===== config.mk =====
export PLATFORM = sky130hd
export DESIGN_NAME = tc_timer
export DESIGN_NICKNAME = d
export VERILOG_FILES = /design/src/rtl/tc_timer.sv
export SDC_FILE = /design/constraint.sdc
export NUM_CORES = 1
export LEC_CHECK = 0
export CORE_ASPECT_RATIO = 0.6
export CORE_MARGIN = 2
export CORE_UTILIZATION = 57
export DETAILED_ROUTE_END_ITERATION = 10
export PLACE_DENSITY = 0.85
export SYNTH_ARGS = -nofsm -noshare
export SYNTH_HDL_FRONTEND = slang
export SYNTH_SLANG_ARGS = --single-unit

===== constraint.sdc =====
create_clock -name clk -period 6.25 [get_ports clk]
set_input_delay 1.25 -clock clk [delete_from_list [all_inputs] [get_ports clk]]
set_output_delay 1.25 -clock clk [all_outputs]
set_load 0.02 [all_outputs]

===== src/rtl/tc_timer.sv =====
// Memory-mapped countdown timer: CTRL/PRESET/COUNT registers, IDLE/LOAD/CNT/INT sequencer, level irq.
// Optional feature macro: TC_AUTO_RELOAD_EN enables MODE=01 auto-reload; otherwise every mode is one-shot.
module tc_timer #(
    parameter logic [1:0] RESET_MODE = 2'b00
) (
    input  logic        clk,
    input  logic        reset,
    input  logic [1:0]  addr,
    input  logic        we,
    input  logic [3:0]  byteen,
    input  logic [31:0] wdata,
    output logic [31:0] rdata,
    output logic        irq
);

    typedef enum logic [1:0] {
        IDLE = 2'd0,
        LOAD = 2'd1,
        CNT  = 2'd2,
        INT  = 2'd3
    } state_t;

    state_t      state_q;
    logic        en_q;
    logic [1:0]  mode_q;
    logic        im_q;
    logic        pending_q;
    logic [31:0] preset_q;
    logic [31:0] preset_d;
    logic [31:0] count_q;

    logic ctrl_wr;
    logic preset_wr;

    assign ctrl_wr   = we && (addr == 2'd0);
    assign preset_wr = we && (addr == 2'd1);

    genvar gi;
    generate
        for (gi = 0; gi < 4; gi++) begin : g_preset_lane
            assign preset_d[gi*8 +: 8] = byteen[gi] ? wdata[gi*8 +: 8] : preset_q[gi*8 +: 8];
        end
    endgenerate

    // Bus writes to CTRL are applied after the sequencer so software wins over the INT-state EN clear.
    always_ff @(posedge clk) begin
        if (!reset) begin
            state_q   <= IDLE;
            en_q      <= 1'b0;
            mode_q    <= RESET_MODE;
            im_q      <= 1'b0;
            pending_q <= 1'b0;
            preset_q  <= 32'd0;
            count_q   <= 32'd0;
        end else begin
            if (ctrl_wr || preset_wr)
                pending_q <= 1'b0;

            case (state_q)
                IDLE: begin
                    if (en_q)
                        state_q <= LOAD;
                end
                LOAD: begin
                    count_q <= preset_q;
                    state_q <= CNT;
`ifdef TC_AUTO_RELOAD_EN
                    pending_q <= 1'b0;
`endif
                end
                CNT: begin
                    if (!en_q) begin
                        state_q <= IDLE;
                    end else if (count_q > 32'd1) begin
                        count_q <= count_q - 32'd1;
                    end else begin
                        count_q <= 32'd0;
                        state_q <= INT;
                    end
                end
                INT: begin
`ifdef TC_AUTO_RELOAD_EN
                    if (mode_q == 2'b01) begin
                        pending_q <= 1'b1;
                        state_q   <= LOAD;
                    end else
`endif
                    begin
                        pending_q <= 1'b1;
                        en_q      <= 1'b0;
                        state_q   <= IDLE;
                    end
                end
                default: state_q <= IDLE;
            endcase

            if (preset_wr)
                preset_q <= preset_d;

            if (ctrl_wr && byteen[0]) begin
                en_q   <= wdata[0];
                mode_q <= wdata[2:1];
                im_q   <= wdata[3];
            end
        end
    end

    always_comb begin
        rdata = 32'd0;
        case (addr)
            2'd0:    rdata = {28'd0, im_q, mode_q, en_q};
            2'd1:    rdata = preset_q;
            2'd2:    rdata = count_q;
            default: rdata = 32'd0;
        endcase
    end

    assign irq = im_q & pending_q;

endmodule

==> out/qor.log, run 1 <==
INFO  clock_tree     worstSkewPairLatency=0.33ns
INFO  clock_tree     cts_max_level=3
INFO  final_layout   final_core_utilization=74.5%
INFO  synthesis      synth_compound_area_share=27.9%
INFO  synthesis      fraction_of_the_mapped_netlist_area_in_adder_cells=0.629%
INFO  synthesis      synth_enable_flop_cells=0
INFO  synthesis      synth_mux_area_share=2.29%
INFO  setup_path     cp_data_arrival_time=3.42ns
INFO  clock_tree     cts.hold.buffers_added=0
INFO  setup_path     crit_path_max_incr_delay=0.65ns
INFO  worst_hold_path timing.hold.worst.class=reg -> reg
INFO  drt            drc=0
INFO  die            num_io_pins=74
INFO  sta            slew_headroom=31.0%
INFO  setup_path     end_kind=output port
INFO  clock_tree     cts_tree=done
INFO  die            rows=23
INFO  sta            post-route-min-period=4.67ns
INFO  job            max-cap-violations=0
INFO  die            design.core.area=6710um^2
INFO  sta            peak_clock_frequency_supported_by_timing=0.214GHz
INFO  final_layout   final_design_area_no_fill=5000um^2
INFO  sta            final-setup-viol-count=0
INFO  place          cell_area_after_placement=4700um^2
INFO  sta            final_hold_viol_count=0
INFO  synthesis      post_synth.cell_area_avg=7.50um^2
INFO  synthesis      summed_instance_area_of_the_synthesized_netlist=3980um^2
INFO  grt            grt_pass1_vias=3,934
INFO  clock_tree     post_cts_resize_count=0
INFO  synthesis      seq_area_frac_synth=35.7%
INFO  die            initial_core_util=59.4%
INFO  setup_path     required=5.00ns
INFO  place          dp_hpwl=9190um
INFO  clock_tree     worst_setup_hold_path_clk_slew=0.05ns
INFO  final_layout   count_of_nets_after_finishing=620
INFO  pwr            max-vdd-ir-drop=200uV
INFO  sta            min_period_over_period=74.7%
INFO  synthesis      synth-warning-count=0
INFO  pwr            power.combinational.fraction=11.0%
INFO  pwr            internal_power=830uW
INFO  pwr            seq_power_share=42.2%
INFO  setup_path     worst_path_most_repeated_cell=sky130_fd_sc_hd__clkdlybuf4s50_1
INFO  setup_path     chain_of_cells_forming_the_critical_path=clkdlybuf4s50_1, nor2b_2, buf_4, nand2_1, o21ai_0, clkdlybuf4s50_1
INFO  clock_tree     cts_buffer_depth=2
INFO  clock_tree     cts_sinks=71
INFO  pwr            power_leakage=1.86nW
INFO  pwr            power_switching=278uW
INFO  pwr            p_clk_share=46.8%
INFO  setup_path     timing.critical_path.fanout_max=40
INFO  sta            tightest_slew=1.03ns
INFO  grt            grt_start_max_net_pins=54
INFO  grt            grt-ovfl-total=0
INFO  setup_path     crit_path_top_delay_cell=sky130_fd_sc_hd__clkdlybuf4s50_1
INFO  die            overall_die_width=112um
INFO  setup_path     critPathBufInv=3
INFO  synthesis      post_synth_num_cell_types=60
INFO  synthesis      synth_seq_cells=71
INFO  place          io_buffer_count=73
INFO  drt            post_drt_wl_per_cell=20.3um
INFO  clock_tree     cts_root_buf=sky130_fd_sc_hd__clkbuf_16
INFO  setup_path     cell_family_with_most_cp_delay=buffers and inverters
INFO  synthesis      synth_top_family_by_area=compound AO/OA/AOI/OAI gates
INFO  die            dieArea=7690um^2
INFO  clock_tree     cts_buffers=9
INFO  setup_path     timing.setup.critical_path_class=in -> out
INFO  synthesis      syn_inst=531
INFO  clock_tree     postCtsSetupBuffers=0
INFO  synthesis      post_synthesis_simple_gate_area_fraction=27.8%
INFO  drt            detail_route.wirelength=13,600um
INFO  place          gp_congestion=0.946
INFO  drt            via_count=4,497
INFO  drt            drtPass1Iterations=6
INFO  drt            ant_nets=0
INFO  sta            fin_worst_skew=0.00738ns
INFO  grt            grt_pass1_wl=20,800um
INFO  grt            number_of_antenna_violations_at_the_first_check_in_global_routing=0
INFO  final_layout   drive_above_1_share=6.36%
INFO  status         outcome=finished clean
INFO  sta            timing.final.max_slew_violations=0
INFO  sta            setup_tns=0ns
INFO  pwr            power.density_cell_area=222nW/um^2
INFO  synthesis      async_flop_share=0%
INFO  synthesis      ys_dominant_reg_cell=sky130_fd_sc_hd__dfxtp_1
INFO  grt            globalRouteTotalUtil=35.3%
INFO  synthesis      synthesis.nets=574
INFO  final_layout   antennaDiodeCount=0
INFO  pwr            p_sw_share=25.1%
INFO  synthesis      fraction_of_synthesized_cell_area_in_xor_and_xnor_cells=0.440%
INFO  drt            route.detailed.vias_per_inst=6.72
INFO  setup_path     critPathLaunchType=primary input
INFO  drt            initialDrtViolationCount=512
INFO  final_layout   areaGrowthSynthToFinish=25.5%
INFO  sta            rsz0062_at_grt=false
INFO  die            die-height=68.7um
## synth_stat cells (5+ instances only)
cell	instances	area, um^2
sky130_fd_sc_hd__a21oi_1	61	305
sky130_fd_sc_hd__a22o_1	28	245
sky130_fd_sc_hd__a31oi_1	7	43.8
sky130_fd_sc_hd__a32oi_1	5	43.8
sky130_fd_sc_hd__and2_1	6	37.5
sky130_fd_sc_hd__and3_1	6	37.5
sky130_fd_sc_hd__clkbuf_1	40	150
sky130_fd_sc_hd__dfxtp_1	71	1420
sky130_fd_sc_hd__inv_1	8	30.0
sky130_fd_sc_hd__mux2i_1	8	80.1
sky130_fd_sc_hd__nand2_1	99	372
sky130_fd_sc_hd__nand3_1	17	85.1
sky130_fd_sc_hd__nor2_1	28	105
sky130_fd_sc_hd__nor3_1	20	100
sky130_fd_sc_hd__nor4_1	15	93.8
sky130_fd_sc_hd__o21ai_0	19	95.1
sky130_fd_sc_hd__o221ai_1	5	43.8
sky130_fd_sc_hd__o22ai_1	11	68.8
sky130_fd_sc_hd__or4_1	5	37.5
## metal layers
layer  track usage [%]  vias to the layer above  routed length (um)
li1                  -                     2057                   -
met1              48.8                     2090                5950
met2              50.2                      315                5370
met3              13.8                       35                2020
met4              12.0                        0                 222
met5                 0                        -                   0
## area by class of cell
type,count,area (um^2)
clock buffers,11,243
clock inverters,5,57.6
fillers,512,1710
inverters,9,33.8
multi-input cells,407,2360
flip-flops and latches,71,1420
well taps,87,109
repair buffers,79,776
## worst min-delay path: cells and delay by family (launching register included)
| kind | cells | cell delay, ns |
|---|---|---|
| AO/OA/AOI/OAI | 1 | 0.05 |
| AND/OR/NAND/NOR | 1 | 0.06 |
| flip-flops | 1 | 0.32 |
## worst paths after layout
check | slack [ns] | to | startpoint | cells past startpoint
min reg2reg | 0.48 | preset_q[3] | preset_q[3] | 2
max reg2reg | 3.08 | count_q[26] | count_q[0] | 8
max | 1.58 | rdata[1] | addr[0] | 6
min | 0.48 | preset_q[3] | preset_q[3] | 2
## flip-flops by register name, indices dropped and copies added, names as in the netlist
register / cells
state_q: 2
en_q: 1
preset_q: 32
count_q: 32
mode_q: 2
im_q: 1
pending_q: 1
## stage by stage
| step | worst slack (ns) | power [mW] | instances | hold WS, ns |
|---|---|---|---|---|
| floorplan | 2.45 | 0.542 | 531 | 0.444 |
| global placement | 1.69 | 0.592 | 653 | 0.462 |
| detailed placement | 1.65 | 0.594 | 653 | 0.465 |
| CTS | 1.64 | 1.11 | 669 | 0.474 |
| global route | 1.52 | 1.14 | 669 | 0.502 |
| finish | 1.58 | 1.11 | 669 | 0.477 |
## power groups by stage
| stage | Clock (mW) | Combinational (mW) | Sequential [mW] |
|---|---|---|---|
| after floorplan | 0 | 0.0694 | 0.473 |
| after global placement | 0 | 0.116 | 0.476 |
| after detailed placement | 0 | 0.117 | 0.477 |
| after CTS | 0.521 | 0.118 | 0.467 |
| after global routing | 0.538 | 0.130 | 0.468 |
| final | 0.519 | 0.122 | 0.467 |
## kinds of logic after synthesis
kind of cell    after synthesis
mux                           9
buf+inv                      53
compound gates              167
simple gates                227
flops                        71
xor+xnor                      2
fa+ha+maj                     2
## cells in the final DEF (no fill, tap or decap), drive strengths merged, types with 6 or more instances in the layout
master and instances:
nand2 100, clkdlybuf4s50 73, dfxtp 71, a21oi 61
a22o 29, nor2 29, o21ai 22, nor3 20
nand3 17, nor4 17, o22ai 11, clkbuf 11
inv 9, mux2i 8, a31oi 7, and2 6
and3 6, buf 6, or4 6
No activity file was read; power rests on OpenSTA's default activity.
==> inputs of run 2 (changes only) <==
--- a/config.mk
+++ b/config.mk
@@ -7,9 +7,9 @@
 export LEC_CHECK = 0
 export CORE_ASPECT_RATIO = 0.6
 export CORE_MARGIN = 2
-export CORE_UTILIZATION = 57
+export CORE_UTILIZATION = 53
 export DETAILED_ROUTE_END_ITERATION = 10
-export PLACE_DENSITY = 0.85
+export PLACE_DENSITY = 0.8
 export SYNTH_ARGS = -nofsm -noshare
 export SYNTH_HDL_FRONTEND = slang
 export SYNTH_SLANG_ARGS = --single-unit
==> constraint.sdc (replaced) <==
create_clock -name clk -period 4.75 [get_ports clk]
set_input_delay 0.95 -clock clk [delete_from_list [all_inputs] [get_ports clk]]
set_output_delay 0.95 -clock clk [all_outputs]
set_load 0.02 [all_outputs]
==> run 2 against run 1 <==
  * Cell area rose by 0.93%
  * Largest power group unchanged
  * Sequential power grew 32%
  * Total power increased by 37%
  * Non-clock buffer count is the same
  * Cell count rose by 2.5%
  * Sequential cell count stayed put
  * Combinational power grew 30%
  * Global-route usage shrank 1.2 points
==> out/qor.log, run 2 (synthesis results as in run 1) <==
INFO  setup_path     crit_path_top_delay_cell=sky130_fd_sc_hd__clkdlybuf4s50_1
INFO  die            rows=24
INFO  setup_path     end_kind=output port
INFO  die            overall_die_width=116um
INFO  pwr            power.density_cell_area=301nW/um^2
INFO  pwr            power_leakage=1.88nW
INFO  grt            grt_start_max_net_pins=54
INFO  die            dieArea=8240um^2
INFO  final_layout   layout_top_registers=count_q (32), preset_q (32)
INFO  pwr            seq_power_share=40.6%
INFO  setup_path     chain_of_cells_forming_the_critical_path=clkdlybuf4s50_1, nor2b_2, buf_4, a22o_1, clkdlybuf4s50_1
INFO  drt            via_count=4,413
INFO  place          dp_hpwl=9300um
INFO  final_layout   multiInputGateArea=2360um^2
INFO  sta            worst_slack=0.724ns
INFO  sta            fin_worst_skew=0.00397ns
INFO  sta            tightest_slew=1.07ns
INFO  pwr            internal_power=1.16mW
INFO  clock_tree     cts.hold.buffers_added=0
INFO  place          gp_congestion=0.916
INFO  setup_path     timing.setup.critical_path_class=in -> out
INFO  sta            timing.final.max_slew_violations=0
INFO  final_layout   final_common_cell=sky130_fd_sc_hd__nand2_1
INFO  sta            rsz0062_at_grt=false
INFO  final_layout   drive_above_1_share=6.19%
INFO  place          numPlacedInstances=670
INFO  grt            grt_pass1_wl=21,500um
INFO  drt            post_drt_wl_per_cell=19.9um
INFO  final_layout   most_frequent_cells_in_the_layout=sky130_fd_sc_hd__nand2_1 (99), sky130_fd_sc_hd__clkdlybuf4s50_1 (73), sky130_fd_sc_hd__dfxtp_1 (71), sky130_fd_sc_hd__a21oi_1 (61)
INFO  sta            final_hold_viol_count=0
INFO  final_layout   antennaDiodeCount=0
INFO  final_layout   fin_cells=686
INFO  final_layout   nFillCells=618
INFO  clock_tree     cts_max_level=3
INFO  clock_tree     postCtsSetupBuffers=0
INFO  job            max-cap-violations=0
INFO  drt            drc=0
INFO  setup_path     cell_family_with_most_cp_delay=buffers and inverters
INFO  worst_hold_path timing.hold.worst.class=reg -> reg
INFO  die            design.core.area=7270um^2
INFO  die            initial_core_util=54.8%
INFO  setup_path     required=3.80ns
INFO  status         outcome=finished clean
INFO  setup_path     cp_data_arrival_time=3.08ns
INFO  sta            peak_clock_frequency_supported_by_timing=0.248GHz
INFO  clock_tree     worstSkewPairLatency=0.33ns
INFO  grt            grt-ovfl-total=0
INFO  clock_tree     cts_root_buf=sky130_fd_sc_hd__clkbuf_16
INFO  drt            detail_route.wirelength=13,600um
INFO  pwr            p_clk_share=48.9%
INFO  place          io_buffer_count=73
INFO  final_layout   areaGrowthSynthToFinish=26.7%
INFO  die            num_io_pins=74
INFO  clock_tree     post_cts_resize_count=0
INFO  clock_tree     cts_buffer_depth=2
INFO  sta            setup_tns=0ns
INFO  drt            drtPass1Iterations=5
INFO  setup_path     timing.critical_path.fanout_max=28
INFO  grt            number_of_antenna_violations_at_the_first_check_in_global_routing=0
INFO  final_layout   final_core_utilization=69.4%
INFO  clock_tree     worst_setup_hold_path_clk_slew=0.06ns
INFO  clock_tree     cts_tree=done
INFO  place          pre_cts_slack=0.775ns
INFO  setup_path     critPathBufInv=3
INFO  drt            initialDrtViolationCount=527
INFO  clock_tree     cts_buffers=9
INFO  pwr            power.combinational.fraction=10.5%
INFO  setup_path     worst_path_most_repeated_cell=sky130_fd_sc_hd__clkdlybuf4s50_1
INFO  drt            ant_nets=0
INFO  setup_path     critPathLaunchType=primary input
INFO  sta            final-setup-viol-count=0
INFO  sta            hold_slack=0.475ns
INFO  die            die-height=71.1um
INFO  pwr            p_sw_share=23.5%
INFO  final_layout   count_of_nets_after_finishing=620
INFO  sta            min_period_over_period=84.8%
INFO  pwr            power_switching=357uW
INFO  grt            globalRouteTotalUtil=34.1%
INFO  sta            post-route-min-period=4.03ns
INFO  pwr            max-vdd-ir-drop=164uV
INFO  sta            slew_headroom=28.3%
INFO  clock_tree     cts_sinks=71
INFO  drt            route.detailed.vias_per_inst=6.43
INFO  grt            grt_pass1_vias=4,078
INFO  setup_path     crit_path_max_incr_delay=0.73ns
INFO  final_layout   register_area=1420um^2
run 2: worst paths after layout:
kind                start           end  slack [ns]  cells after the start
max               addr[1]     rdata[26]        0.72                      5
min          preset_q[22]  preset_q[22]        0.48                      2
max reg2reg    count_q[0]   count_q[26]        1.53                      8
min reg2reg  preset_q[22]  preset_q[22]        0.48                      2
run 2: area by class of cell:
| class | count | share of cell area [%] |
|---|---|---|
| multi-input combinational | 407 | 46.7 |
| sequential | 71 | 28.2 |
| timing repair buffer | 79 | 15.4 |
| clock buffer | 13 | 5.16 |
| tap | 104 | 2.58 |
| clock inverter | 3 | 1.29 |
| inverter | 9 | 0.670 |
run 2: power groups by stage:
stage | clock network [mW] | registers, mW | logic [mW]
floorplan | 0 | 0.622 | 0.0913
global placement | 0 | 0.627 | 0.152
detailed placement | 0 | 0.627 | 0.155
CTS | 0.742 | 0.615 | 0.155
global route | 0.761 | 0.616 | 0.172
finish | 0.742 | 0.615 | 0.159
run 2: worst register-to-register path, stage by stage (launching register included):
cell,delay (ns)
sky130_fd_sc_hd__dfxtp_1,0.35
sky130_fd_sc_hd__inv_1,0.13
sky130_fd_sc_hd__ha_1,0.25
sky130_fd_sc_hd__nor3b_1,0.45
sky130_fd_sc_hd__nand4_1,0.58
sky130_fd_sc_hd__or4_1,0.77
sky130_fd_sc_hd__a31o_1,0.29
sky130_fd_sc_hd__a22oi_1,0.19
sky130_fd_sc_hd__nor2_1,0.06
run 2: metal layers:
metal	part of all wire, %	GRT usage (%)	routed length, um
met2	40	48.0	5520
met3	12	10.8	1570
met1	47	50.8	6390
met4	1.1	7.67	146
met5	0	0	0
run 2: stage by stage:
stage	power [mW]	cell area, um^2
2_1_floorplan	0.713	3980
4_1_cts	1.51	5040
3_3_place_gp	0.779	4720
6_report	1.52	5040
5_1_grt	1.55	5040
3_5_place_dp	0.782	4720
